$ cat src/rtl/fpnew_result_queue.sv
// Result FIFO behind the FPNew wrapper: buffers result/status/tag, accrues sticky fflags, supports flush.
// Optional combinational empty-queue bypass enabled by defining FPNEW_RESQ_BYPASS_EN.
module fpnew_result_queue #(
    parameter int FLEN      = 64,
    parameter int TAG_WIDTH = 5,
    parameter int DEPTH     = 4
) (
    input  logic                         clk_i,
    input  logic                         rst_ni,
    input  logic                         in_valid_i,
    output logic                         in_ready_o,
    input  logic [FLEN-1:0]              result_i,
    input  logic [4:0]                   status_i,
    input  logic [TAG_WIDTH-1:0]         tag_i,
    output logic                         out_valid_o,
    input  logic                         out_ready_i,
    output logic [FLEN-1:0]              result_o,
    output logic [4:0]                   status_o,
    output logic [TAG_WIDTH-1:0]         tag_o,
    input  logic                         flush_i,
    input  logic                         fflags_clr_i,
    output logic [4:0]                   fflags_o,
    output logic [$clog2(DEPTH+1)-1:0]   count_o
);
    localparam int PW = $clog2(DEPTH);
    localparam int CW = $clog2(DEPTH+1);
    localparam logic [CW-1:0] DEPTH_C = CW'(DEPTH);
    localparam logic [PW-1:0] LAST_C  = PW'(DEPTH-1);

    logic [FLEN-1:0]      res_mem_q [DEPTH];
    logic [4:0]           sts_mem_q [DEPTH];
    logic [TAG_WIDTH-1:0] tag_mem_q [DEPTH];

    logic [PW-1:0] wr_ptr_q, wr_ptr_d, rd_ptr_q, rd_ptr_d;
    logic [CW-1:0] count_q, count_d;
    logic [4:0]    fflags_q, fflags_d;

    logic empty_w, bypass_w, pop_w, mem_pop_w, push_w;

    function automatic logic [PW-1:0] next_ptr(input logic [PW-1:0] ptr);
        return (ptr == LAST_C) ? '0 : ptr + PW'(1);
    endfunction

    assign empty_w    = (count_q == '0);
    assign in_ready_o = (count_q < DEPTH_C);

`ifdef FPNEW_RESQ_BYPASS_EN
    assign bypass_w = empty_w && in_valid_i && !flush_i;
`else
    assign bypass_w = 1'b0;
`endif

    // Outputs are forced to zero while empty so unreset storage never leaks out
    always_comb begin
        out_valid_o = 1'b0;
        result_o    = '0;
        status_o    = '0;
        tag_o       = '0;
        if (!empty_w) begin
            out_valid_o = 1'b1;
            result_o    = res_mem_q[rd_ptr_q];
            status_o    = sts_mem_q[rd_ptr_q];
            tag_o       = tag_mem_q[rd_ptr_q];
        end else if (bypass_w) begin
            out_valid_o = 1'b1;
            result_o    = result_i;
            status_o    = status_i;
            tag_o       = tag_i;
        end
    end

    assign pop_w     = out_valid_o && out_ready_i;
    assign mem_pop_w = pop_w && !empty_w;
    // A bypassed entry taken by writeback in the same cycle is never stored
    assign push_w    = in_valid_i && in_ready_o && !flush_i && !(bypass_w && out_ready_i);

    always_comb begin
        wr_ptr_d = wr_ptr_q;
        rd_ptr_d = rd_ptr_q;
        count_d  = count_q;
        if (flush_i) begin
            wr_ptr_d = '0;
            rd_ptr_d = '0;
            count_d  = '0;
        end else begin
            if (push_w)    wr_ptr_d = next_ptr(wr_ptr_q);
            if (mem_pop_w) rd_ptr_d = next_ptr(rd_ptr_q);
            if (push_w && !mem_pop_w)      count_d = count_q + CW'(1);
            else if (!push_w && mem_pop_w) count_d = count_q - CW'(1);
        end
    end

    // Clear takes effect before the retiring entry accrues
    assign fflags_d = (fflags_clr_i ? 5'b0 : fflags_q) | (pop_w ? status_o : 5'b0);

    always_ff @(posedge clk_i or negedge rst_ni) begin
        if (!rst_ni) begin
            wr_ptr_q <= '0;
            rd_ptr_q <= '0;
            count_q  <= '0;
            fflags_q <= '0;
        end else begin
            wr_ptr_q <= wr_ptr_d;
            rd_ptr_q <= rd_ptr_d;
            count_q  <= count_d;
            fflags_q <= fflags_d;
        end
    end

    always_ff @(posedge clk_i) begin
        if (push_w) begin
            res_mem_q[wr_ptr_q] <= result_i;
            sts_mem_q[wr_ptr_q] <= status_i;
            tag_mem_q[wr_ptr_q] <= tag_i;
        end
    end

    assign fflags_o = fflags_q;
    assign count_o  = count_q;

endmodule

$ cat config.mk
export PLATFORM = sky130hd
export DESIGN_NAME = fpnew_result_queue
export DESIGN_NICKNAME = d
export VERILOG_FILES = /design/src/rtl/fpnew_result_queue.sv
export SDC_FILE = /design/constraint.sdc
export NUM_CORES = 1
export LEC_CHECK = 0
export BUFFER_PORTS_ARGS = -buffer_cell sky130_fd_sc_hd__buf_2
export CORE_ASPECT_RATIO = 1.4
export CORE_MARGIN = 3
export CORE_UTILIZATION = 60
export DETAILED_ROUTE_END_ITERATION = 6
export GPL_ROUTABILITY_DRIVEN = 0
export PLACE_DENSITY = 0.94
export SETUP_SLACK_MARGIN = 0.05
export SLEW_MARGIN = 20
export SYNTH_ARGS = -nofsm -noshare
export SYNTH_HDL_FRONTEND = slang
export SYNTH_SLANG_ARGS = --single-unit
$ cat constraint.sdc
create_clock -name clk_i -period 8.4 [get_ports clk_i]
set_input_delay 1.26 -clock clk_i [delete_from_list [all_inputs] [get_ports clk_i]]
set_output_delay 1.26 -clock clk_i [all_outputs]
set_load 0.01 [all_outputs]
# Word level (Yosys, flattened, before mapping)
# Memories as Yosys holds them, arrays and structs flattened.
# Index checks and enable logic that the tools add are counted.
# totals
register_bits,12
mem_bits_rw,296
out_inout_bits,84
elab_cells,46
mem_count,3
# classes
add_sub_neg,4
n_lt_le_gt_ge,1
eq_ne,2
mux,17
n_bitwise,1
reduce_logical,14
# memory_table
name,depth,width,read_ports,rd_ports_with_merged_regs,wr,line,rtl
res_mem_q,4,64,1,0,1,30,logic [FLEN-1:0] res_mem_q [DEPTH];
sts_mem_q,4,5,1,0,1,31,logic [4:0] sts_mem_q [DEPTH];
tag_mem_q,4,5,1,0,1,32,logic [TAG_WIDTH-1:0] tag_mem_q [DEPTH];
# op_table
op,n
$mux W64,1
$mux W5,4
$mux W2,6
$mux W3,3
$logic_and A1 B1 Y1,6
$or A5 B5 Y5,1
$add A2 B1 Y2 const B,2
$eq A2 B2 Y1 const B,2
$logic_not A1 Y1,4
$reduce_bool A2 Y1,2
$add A3 B1 Y3 const B,1
$logic_not A3 Y1,1
$lt A3 B3 Y1 const B,1
$mux W1,3
$reduce_bool A3 Y1,1
$sub A3 B1 Y3 const B,1

# Depth between registers and ports, before layout
# Gate-level depths: netlist (run 1).
# depth
depth_word,8
depth_mapped,8
mapped_depth_nobuf,6

# Least setup slack after synthesis (run 1)
# Ideal clock, no wire load.
# synth_timing
path_type,in2reg
startpoint,input flush_i
endpoint,"memory res_mem_q[0][0], enable pin"
setup_time_ns,0.441
arrival_ns,3.367
path_slack_ns,4.593
cell_stages,3
n_path_buf,1
path_cell_list,clkbuf_1 > nor2_1 > and2_1
# synth_via
elab_chain_len,4
# synth_lines
element,line,rtl
start: declaration,20,"input logic flush_i,"
$logic_not A1 Y1,75,assign push_w = in_valid_i && in_ready_o && !flush_i && !(bypass_w && out_ready_i);
$logic_and A1 B1 Y1,75,
$mux W1,111,if (push_w) begin
$mux W1 (not written as such),112,res_mem_q[wr_ptr_q] <= result_i;
end: declaration,30,
# Every way passes these cells.

# Worst setup path in the final report (run 1)
# layout_timing
startpoint,register rd_ptr_q[0]
endpoint,output result_o[63]
# layout_via
elab_chain_len,2
# layout_lines
element,line,rtl
start: declaration,34,"logic [PW-1:0] wr_ptr_q, wr_ptr_d, rd_ptr_q, rd_ptr_d;"
start signal: assignment,104,rd_ptr_q <= rd_ptr_d;
$mem_v2 Z4 W64,n/a,
$mux W64,59,if (!empty_w) begin
end: declaration,17,"output logic [FLEN-1:0] result_o,"
# Every way passes these cells.

==> reports/metrics.cfg, run 1 <==
[status]
outcome = complete, no violations

[die]
die_x_um = 125
ios = 164
fp.dieArea_mm2 = 0.0216
die_h_um = 173
start_util_pct = 61.5
coreArea_mm2 = 0.0194
rows = 60

[worst_setup_path]
cp-start-kind = flip-flop
cp_max_fo = 40
cp-end-kind = output pin
worstSetupPathType = reg2out
cp_slowest_cell = dfrtp_4
r2r_setup_slack_ns = 6.01
worstPathCellList = buf_4 > mux4_2 > and2_1 > buf_2
worst_ep_arrival_time_ns = 3.09
cp.required_ns = 7.14
reg2reg_depth = 6
crit_path_max_incr_delay_ns = 0.89

[clock_tree]
hold_buffers = 0
clock_latency_ns = 0.52
cts_setup_buffers = 0
htree_levels = 1
cts_root_buf = clkbuf_16
cts_tree = built
ctsResizeCount = 0
clkSinkCount = 308
clockBufferDepth = 3
cts.clk_slew.worst_paths_ns = 0.06
numCtsBuffers = 27

[detailed_routing]
ant_nets = 0
drc = 0
routed_via_density = 5.88
avgRoutedWirePerCell_um = 23.0
route.vias.total = 5773
routed_wl_um = 22500
firstDrtPassIters = 5
drtIter0Drc = 449

[placement]
io_buffers = 163
dp.cells = 928
dpl.hpwl_um = 13500

[synth]
ys_async_sr_fraction_pct = 3.90
synth-seq-cells = 308
syn_area_mm2 = 0.0119
syn-num-nets = 631
ys.flop_type = edfxtp_1
synthCells = 545
synth.largest_area_cell = edfxtp_1
postSynthAreaPerCell_um2 = 21.9
synth_enable_flop_cells = 296
ys_seq_area_share_pct = 77.1
ys_types = 35
synth_area_leaders = edfxtp_1, mux4_2, and2_1, dfrtp_1, ha_1
synth_top_area_share_pct = 74.6
yosysWarnings = 0

[global_routing]
grt_usage_pct = 21.1
grt_max_degree = 77
first_global_vias = 6231
grt_pass1_wl_um = 35700
grt-ovfl-total = 0
antenna_found_initial = 2

[final_layout]
layout_commonest_cell = edfxtp_1
drive_gt1_share_pct = 39.6
layout.area.seq_mm2 = 0.00920
utilization_pct = 71.5
final_cells = 982
finalNetCount = 799
multi_input_comb_area_mm2 = 0.00253
final_cell_mix = edfxtp_1, buf_2, mux4_2, and2_1, clkbuf_16
fill_cells = 1164
area_growth_pct = 16.3

[worst_hold_path]
hold_path_depth = 1
worstHoldPathType = reg2reg

[power]
p_total_mw = 3.91
ir_worst_vdd_v = 0.000211
pwr_density_cell_mw_per_mm2 = 282
p_leak_nw = 4.79

[sta]
rsz0062_at_grt = false
setup_violations = 0
drv_slew = 0
setup_tns_ns = 0
worstMarginPinSlew_ns = 1.10
period_share_pct = 51.8
hold_violations = 0
slew_headroom_pct = 27.0
skew_ns = 0.0235
max_freq_mhz = 230
hold_ws_ns = 0.518
period_minus_slack_ns = 4.35

[flow_run]
cap_viol_max_count = 0

==> critical path: cells and delay by family (launching register included) <==
kind          cells  cell delay [ns]
simple gates      1             0.18
mux               1             0.60
flops             1             0.89
buf+inv           2             0.88
==> worst paths after layout <==
path                              from           end
min reg2reg                fflags_o[3]   fflags_o[3]
max                        rd_ptr_q[0]  result_o[63]
max reg2reg                 count_o[0]    count_o[1]
min in group asynchronous       rst_ni    count_o[2]
min                        fflags_o[3]   fflags_o[3]
max in group asynchronous       rst_ni   rd_ptr_q[0]
==> cell usage after synthesis (5+ instances only) <==
cell,n
a22o_1,5
and2_1,78
buf_2,10
clkbuf_1,10
dfrtp_1,12
edfxtp_1,296
ha_1,5
inv_1,6
mux4_2,74
nand2_1,7
nor2_1,6
==> through the flow <==
stage	setup slack, ns	instance area (um2)
2_1_floorplan	4.59	11900
3_3_place_gp	4.48	12900
3_5_place_dp	4.46	12900
4_1_cts	3.91	13700
5_1_grt	3.74	13900
6_report	4.05	13900
==> logic make-up (layout without fill, tap and decap cells) <==
| logic type | after synthesis | in the layout | share of synthesized area, % |
|---|---|---|---|
| flip-flops | 308 | 308 | 77.1 |
| AND/OR/NAND/NOR | 101 | 101 | 5.05 |
| multiplexers | 76 | 76 | 14.2 |
| buffers and inverters | 35 | 223 | 1.82 |
| AO/OA/AOI/OAI | 18 | 18 | 1.08 |
| adder cells (fa/ha/maj) | 6 | 6 | 0.693 |
| XOR/XNOR | 1 | 1 | 0.0735 |
| other | 0 | 1 | 0 |
==> registers in the layout, summed over array words and instances, names as in the netlist <==
signal	flops
wr_ptr_q	2
count_o	3
sts_mem_q	20
rd_ptr_q	2
tag_mem_q	20
res_mem_q	256
fflags_o	5
==> layer usage <==
| metal | track usage, % | up-vias | share of wire, % | wire length [um] |
|---|---|---|---|---|
| met3 | 3.24 | 56 | 5.2 | 1170 |
| met5 | 0 | - | 0.049 | 11 |
| met4 | 7.69 | 2 | 3.1 | 696 |
| met1 | 27.6 | 2970 | 37 | 8410 |
| met2 | 36.6 | 209 | 54 | 12300 |
| li1 | - | 2536 | - | - |
==> layout make-up <==
type                    count  share of cell area, %
clock inverters            18                   1.21
flip-flops and latches    308                   66.4
diodes                      1                 0.0181
well taps                 248                   2.24
clock buffers              31                   5.06
inverters                   6                  0.163
repair buffers            168                   6.68
multi-input cells         202                   18.2
==> power by group <==
| part | total, mW | switching (mW) | internal, mW |
|---|---|---|---|
| registers | 1.85 | 0.0819 | 1.77 |
| logic | 0.858 | 0.442 | 0.417 |
| clock network | 1.20 | 0.509 | 0.690 |
No activity file was read; power rests on OpenSTA's default activity.
==> inputs of run 2 (changes only) <==
Settings changed: CORE_UTILIZATION 60 to 52, PLACE_DENSITY 0.94 to 0.87.
Clock period 8.4 ns to 3.9 ns, I/O delays scaled along.
==> run 2 against run 1 <==
- via count decreased by 0.99%
- final cell count increased by 6.0%
- largest cell class unchanged
- non-clock buffer count increased by 4
==> reports/metrics.cfg, run 2 (synthesis results as in run 1) <==
[detailed_routing]
drtIter0Drc = 351
drc = 0
routed_via_density = 5.49
route.vias.total = 5716
routed_wl_um = 22300
firstDrtPassIters = 4
ant_nets = 0
avgRoutedWirePerCell_um = 21.4

[sta]
period_minus_slack_ns = 3.17
slew_headroom_pct = 54.0
rsz0062_at_grt = false
hold_violations = 0
worst_slack_ns = 0.732
drv_slew = 0
setup_violations = 0
period_share_pct = 81.2
setup_tns_ns = 0
worstMarginPinSlew_ns = 0.687
skew_ns = 0.00895
max_freq_mhz = 316

[placement]
pre_cts_slack_ns = 1.20
io_buffers = 163
placed_area_mm2 = 0.0131
dpl.hpwl_um = 13700

[global_routing]
grt_max_degree = 40
first_global_vias = 6133
grt-ovfl-total = 0
antenna_found_initial = 4
grt_pass1_wl_um = 34800
grt_usage_pct = 18.2

[die]
die_x_um = 134
die_h_um = 185
start_util_pct = 53.7
ios = 164
rows = 64
coreArea_mm2 = 0.0222
fp.dieArea_mm2 = 0.0248

[clock_tree]
clockBufferDepth = 3
htree_levels = 1
cts_root_buf = clkbuf_16
clkSinkCount = 308
numCtsBuffers = 28
cts_tree = built
clock_latency_ns = 0.52
ctsResizeCount = 0
cts.clk_slew.worst_paths_ns = 0.06

[worst_setup_path]
r2r_setup_slack_ns = 1.56
r2r-end = count_o[1]
worstSetupPathType = reg2out
cp-start-kind = flip-flop
worstReg2RegStart = count_o[0]
reg2reg_depth = 6
cp.required_ns = 3.31
worst_ep_arrival_time_ns = 2.58
cp-end-kind = output pin
cp_max_fo = 26

[worst_hold_path]
hold_path_depth = 1
worstHoldPathType = in2reg
hold_start = result_i[42]
hold_end = res_mem_q[1][42]

[final_layout]
drive_gt1_share_pct = 40.3
finalInstanceArea_mm2 = 0.0141
largest_reg_flops = 256
finalNetCount = 804
final_cell_mix = edfxtp_1, buf_2, mux4_2, and2_1, clkbuf_16
area_growth_pct = 18.6
utilization_pct = 63.7
reg.largest.list = res_mem_q (256), sts_mem_q (20), tag_mem_q (20)
largest_register = res_mem_q
layout_commonest_cell = edfxtp_1

[power]
p_leak_nw = 4.89
pwr_density_cell_mw_per_mm2 = 625
ir_worst_vdd_v = 0.000496

[flow_run]
cap_viol_max_count = 0

[status]
outcome = complete, no violations

run 2: cell types whose count changed in the layout (fill, tap and decap cells not counted), moves of 3 or more:
cell | previous run | this run
buf_12 | 1 | 6
diode_2 | 1 | 4
buf_16 | 3 | 0
clkinv_2 | 7 | 2
clkbuf_8 | 1 | 6
bufinv_16 | 3 | 6
run 2: per-stage QoR:
step,power (mW),cells,hold WS (ns)
after floorplan,5.24,545,0.289
after global placement,5.90,984,0.488
after detailed placement,5.94,984,0.492
after CTS,8.95,1037,0.245
after global routing,9.22,1040,0.250
final,8.83,1041,0.271
run 2: power breakdown:
part | switching, mW | internal (mW) | leakage (nW)
combinational | 0.985 | 0.910 | 1.54
sequential | 0.135 | 3.81 | 2.84
clock | 1.13 | 1.87 | 0.506
run 2: critical path, cell delays in order (launching register included):
cell,delay [ns]
dfrtp_4,0.77
buf_4,0.41
mux4_2,0.55
and2_1,0.18
buf_2,0.14
run 2: worst max-delay path by stage:
stage	start	endpoint	slack, ns	cells after the start
floorplan	flush_i	res_mem_q[0][0]	0.77	3
global placement	rd_ptr_q[0]	result_o[40]	1.22	4
detailed placement	rd_ptr_q[0]	result_o[40]	1.20	4
CTS	rd_ptr_q[0]	result_o[40]	0.62	4
global route	rd_ptr_q[0]	result_o[44]	0.53	4
finish	rd_ptr_q[0]	result_o[47]	0.73	4
run 2: final cells by class:
| class | instances | area, um2 |
|---|---|---|
| diodes | 4 | 10.0 |
| clock buffers | 38 | 820 |
| clock inverters | 14 | 225 |
| fillers | 1496 | 8050 |
| inverters | 6 | 22.5 |
| multi-input cells | 202 | 2520 |
| flip-flops and latches | 308 | 9200 |
| well taps | 297 | 372 |
| repair buffers | 172 | 961 |
run 2: repair_timing:
item / 4_1_cts / 5_1_grt
hold buffers: 1 / 0
buffers inserted: 0 / 0
endpoints found under the setup margin: 0 / 0
hold endpoints to repair: 12 / 0
run 2: per-layer routing:
metal  track usage (%)  up-vias  routed length, um
met5                 0        -                  7
met1              23.8     2949               8760
met4              7.00        2                616
li1                  -     2557                  -
met2              31.5      167              12000
met3              2.45       41                959
==> inputs of run 3 (changes only) <==
Settings changed: CORE_UTILIZATION 52 to 57, PLACE_DENSITY 0.87 to 0.9.
Clock period 3.9 ns to 3.2 ns, I/O delays scaled along.
==> run 3 against run 2 <==
- clock skew shrank 0.0021 ns
- setup slack lost 0.42 ns
- critical path depth is the same
- core utilization grew 5.5 points
- worst hold slack lost 0.11 ns
- combinational power grew 26%
- sequential share of layout area grew 0.59 points
- non-clock buffer count grew 7
- final area shrank 0.90%
- sequential power grew 22%
- power grew 19%
- sequential cell count is the same
- largest cell class unchanged
- highest routed layer unchanged
==> reports/metrics.cfg, run 3 (synthesis results as in run 1) <==
[placement]
dpl.hpwl_um = 14700
io_buffers = 163
dp.cells = 946

[status]
outcome = complete, no violations

[die]
die_h_um = 177
start_util_pct = 58.9
rows = 61
die_x_um = 128
ios = 164
coreArea_mm2 = 0.0202
fp.dieArea_mm2 = 0.0227

[clock_tree]
htree_levels = 1
numCtsBuffers = 28
cts_tree = built
cts_root_buf = clkbuf_16
clkSinkCount = 308
clockBufferDepth = 3
cts_setup_buffers = 0
cts.clk_slew.worst_paths_ns = 0.06
clock_latency_ns = 0.53

[sta]
period_share_pct = 90.2
setup_tns_ns = 0
max_freq_mhz = 346
slew_headroom_pct = 59.3
period_minus_slack_ns = 2.89
worstMarginPinSlew_ns = 0.611
rsz0062_at_grt = false
setup_violations = 0
skew_ns = 0.00684
hold_violations = 0
drv_slew = 0

[worst_setup_path]
cp-startpoint = rd_ptr_q[0]
cp_slowest_cell = dfrtp_4
worst_ep_arrival_time_ns = 2.41
worstPathCellList = buf_12 > mux4_2 > and2_1 > buf_2
cp-start-kind = flip-flop
cp_top_family = flip-flops
worstSetupPathType = reg2out
cp_max_fo = 22
cp-end-kind = output pin
r2r_setup_slack_ns = 0.80
critical_path_buf_inv_count = 2
worstReg2RegStart = count_o[0]
cp.required_ns = 2.72
crit_path_max_incr_delay_ns = 0.73

[global_routing]
grt-ovfl-total = 0
grt_pass1_wl_um = 36800
grt_usage_pct = 21.1
grt_max_degree = 41
first_global_vias = 6471
antenna_found_initial = 2

[detailed_routing]
drc = 0
route.vias.total = 5887
avgRoutedWirePerCell_um = 23.2
routed_via_density = 5.89
ant_nets = 0
drtIter0Drc = 383
firstDrtPassIters = 5
routed_wl_um = 23200

[power]
ir_worst_vdd_v = 0.000594
power.switching_mw = 2.78
clkPwrFrac_pct = 31.3
seqPwrFrac_pct = 45.9
p_int_mw = 7.69
pwr-share-comb_pct = 22.8
swShare_pct = 26.6
pwr_density_cell_mw_per_mm2 = 748
p_leak_nw = 4.88

[worst_hold_path]
hold_start = result_i[46]
worstHoldPathType = in2reg

[final_layout]
drive_gt1_share_pct = 40.2
finalNetCount = 811
reg.largest.list = res_mem_q (256), sts_mem_q (20), tag_mem_q (20)
largest_reg_flops = 256
utilization_pct = 69.2
area_growth_pct = 17.5
final_cell_mix = edfxtp_1, buf_2, mux4_2, and2_1, clkbuf_16
largest_register = res_mem_q
final_cells = 999
fill_cells = 1192
antenna-diode-count = 0
layout_commonest_cell = edfxtp_1
layout.area.seq_mm2 = 0.00920
multi_input_comb_area_mm2 = 0.00253

[flow_run]
cap_viol_max_count = 0

-- run 3: layer usage --
layer | track usage [%] | routed length, um | vias up
li1 | - | - | 2566
met1 | 26.7 | 8720 | 3069
met2 | 37.6 | 12700 | 198
met3 | 3.32 | 1130 | 50
met4 | 6.90 | 653 | 4
met5 | 0 | 34 | -
-- run 3: layout make-up --
class	instances	share of cell area, %
clock buffer	33	5.29
clock inverter	19	1.23
inverter	6	0.161
multi-input combinational	202	18.0
sequential	308	65.7
tap	252	2.25
timing repair buffer	179	7.33
-- run 3: metrics by stage --
step	instance area [um2]	setup WS, ns	hold WS, ns	total power [mW]
after floorplan	11900	0.165	0.184	6.38
after global placement	13100	0.822	0.380	7.23
after detailed placement	13100	0.734	0.397	7.32
after CTS	14000	0.169	0.145	10.6
after global routing	14000	0.126	0.150	10.9
final	14000	0.312	0.163	10.5
-- run 3: worst paths after layout --
kind	to	depth (start not counted)
worst max-delay path	result_o[35]	4
worst min register to register	fflags_o[3]	1
max in group asynchronous	rd_ptr_q[0]	2
min in group asynchronous	fflags_o[1]	2
worst max register to register	count_o[1]	6
worst min-delay path	res_mem_q[2][46]	1
-- run 3: repair_timing --
action                     CTS  global route
gates resized for setup      0             1
hold endpoints to repair    12             0
setup endpoints to repair    0             5
hold buffers                 1             0
-- run 3: power groups by stage --
stage               clock (mW)  combinational, mW  sequential [mW]
finish                    3.28               2.39             4.81
global route              3.50               2.59             4.83
CTS                       3.32               2.44             4.81
detailed placement           0               2.43             4.90
global placement             0               2.36             4.87
floorplan                    0               1.57             4.81
-- run 3: worst register-to-register path, cell delays in order (launching register included) --
cell	delay, ns
dfrtp_1	0.49
o31a_1	0.50
nor3_1	0.29
fa_1	0.48
nand2b_1	0.16
o31a_1	0.10
a221oi_1	0.27
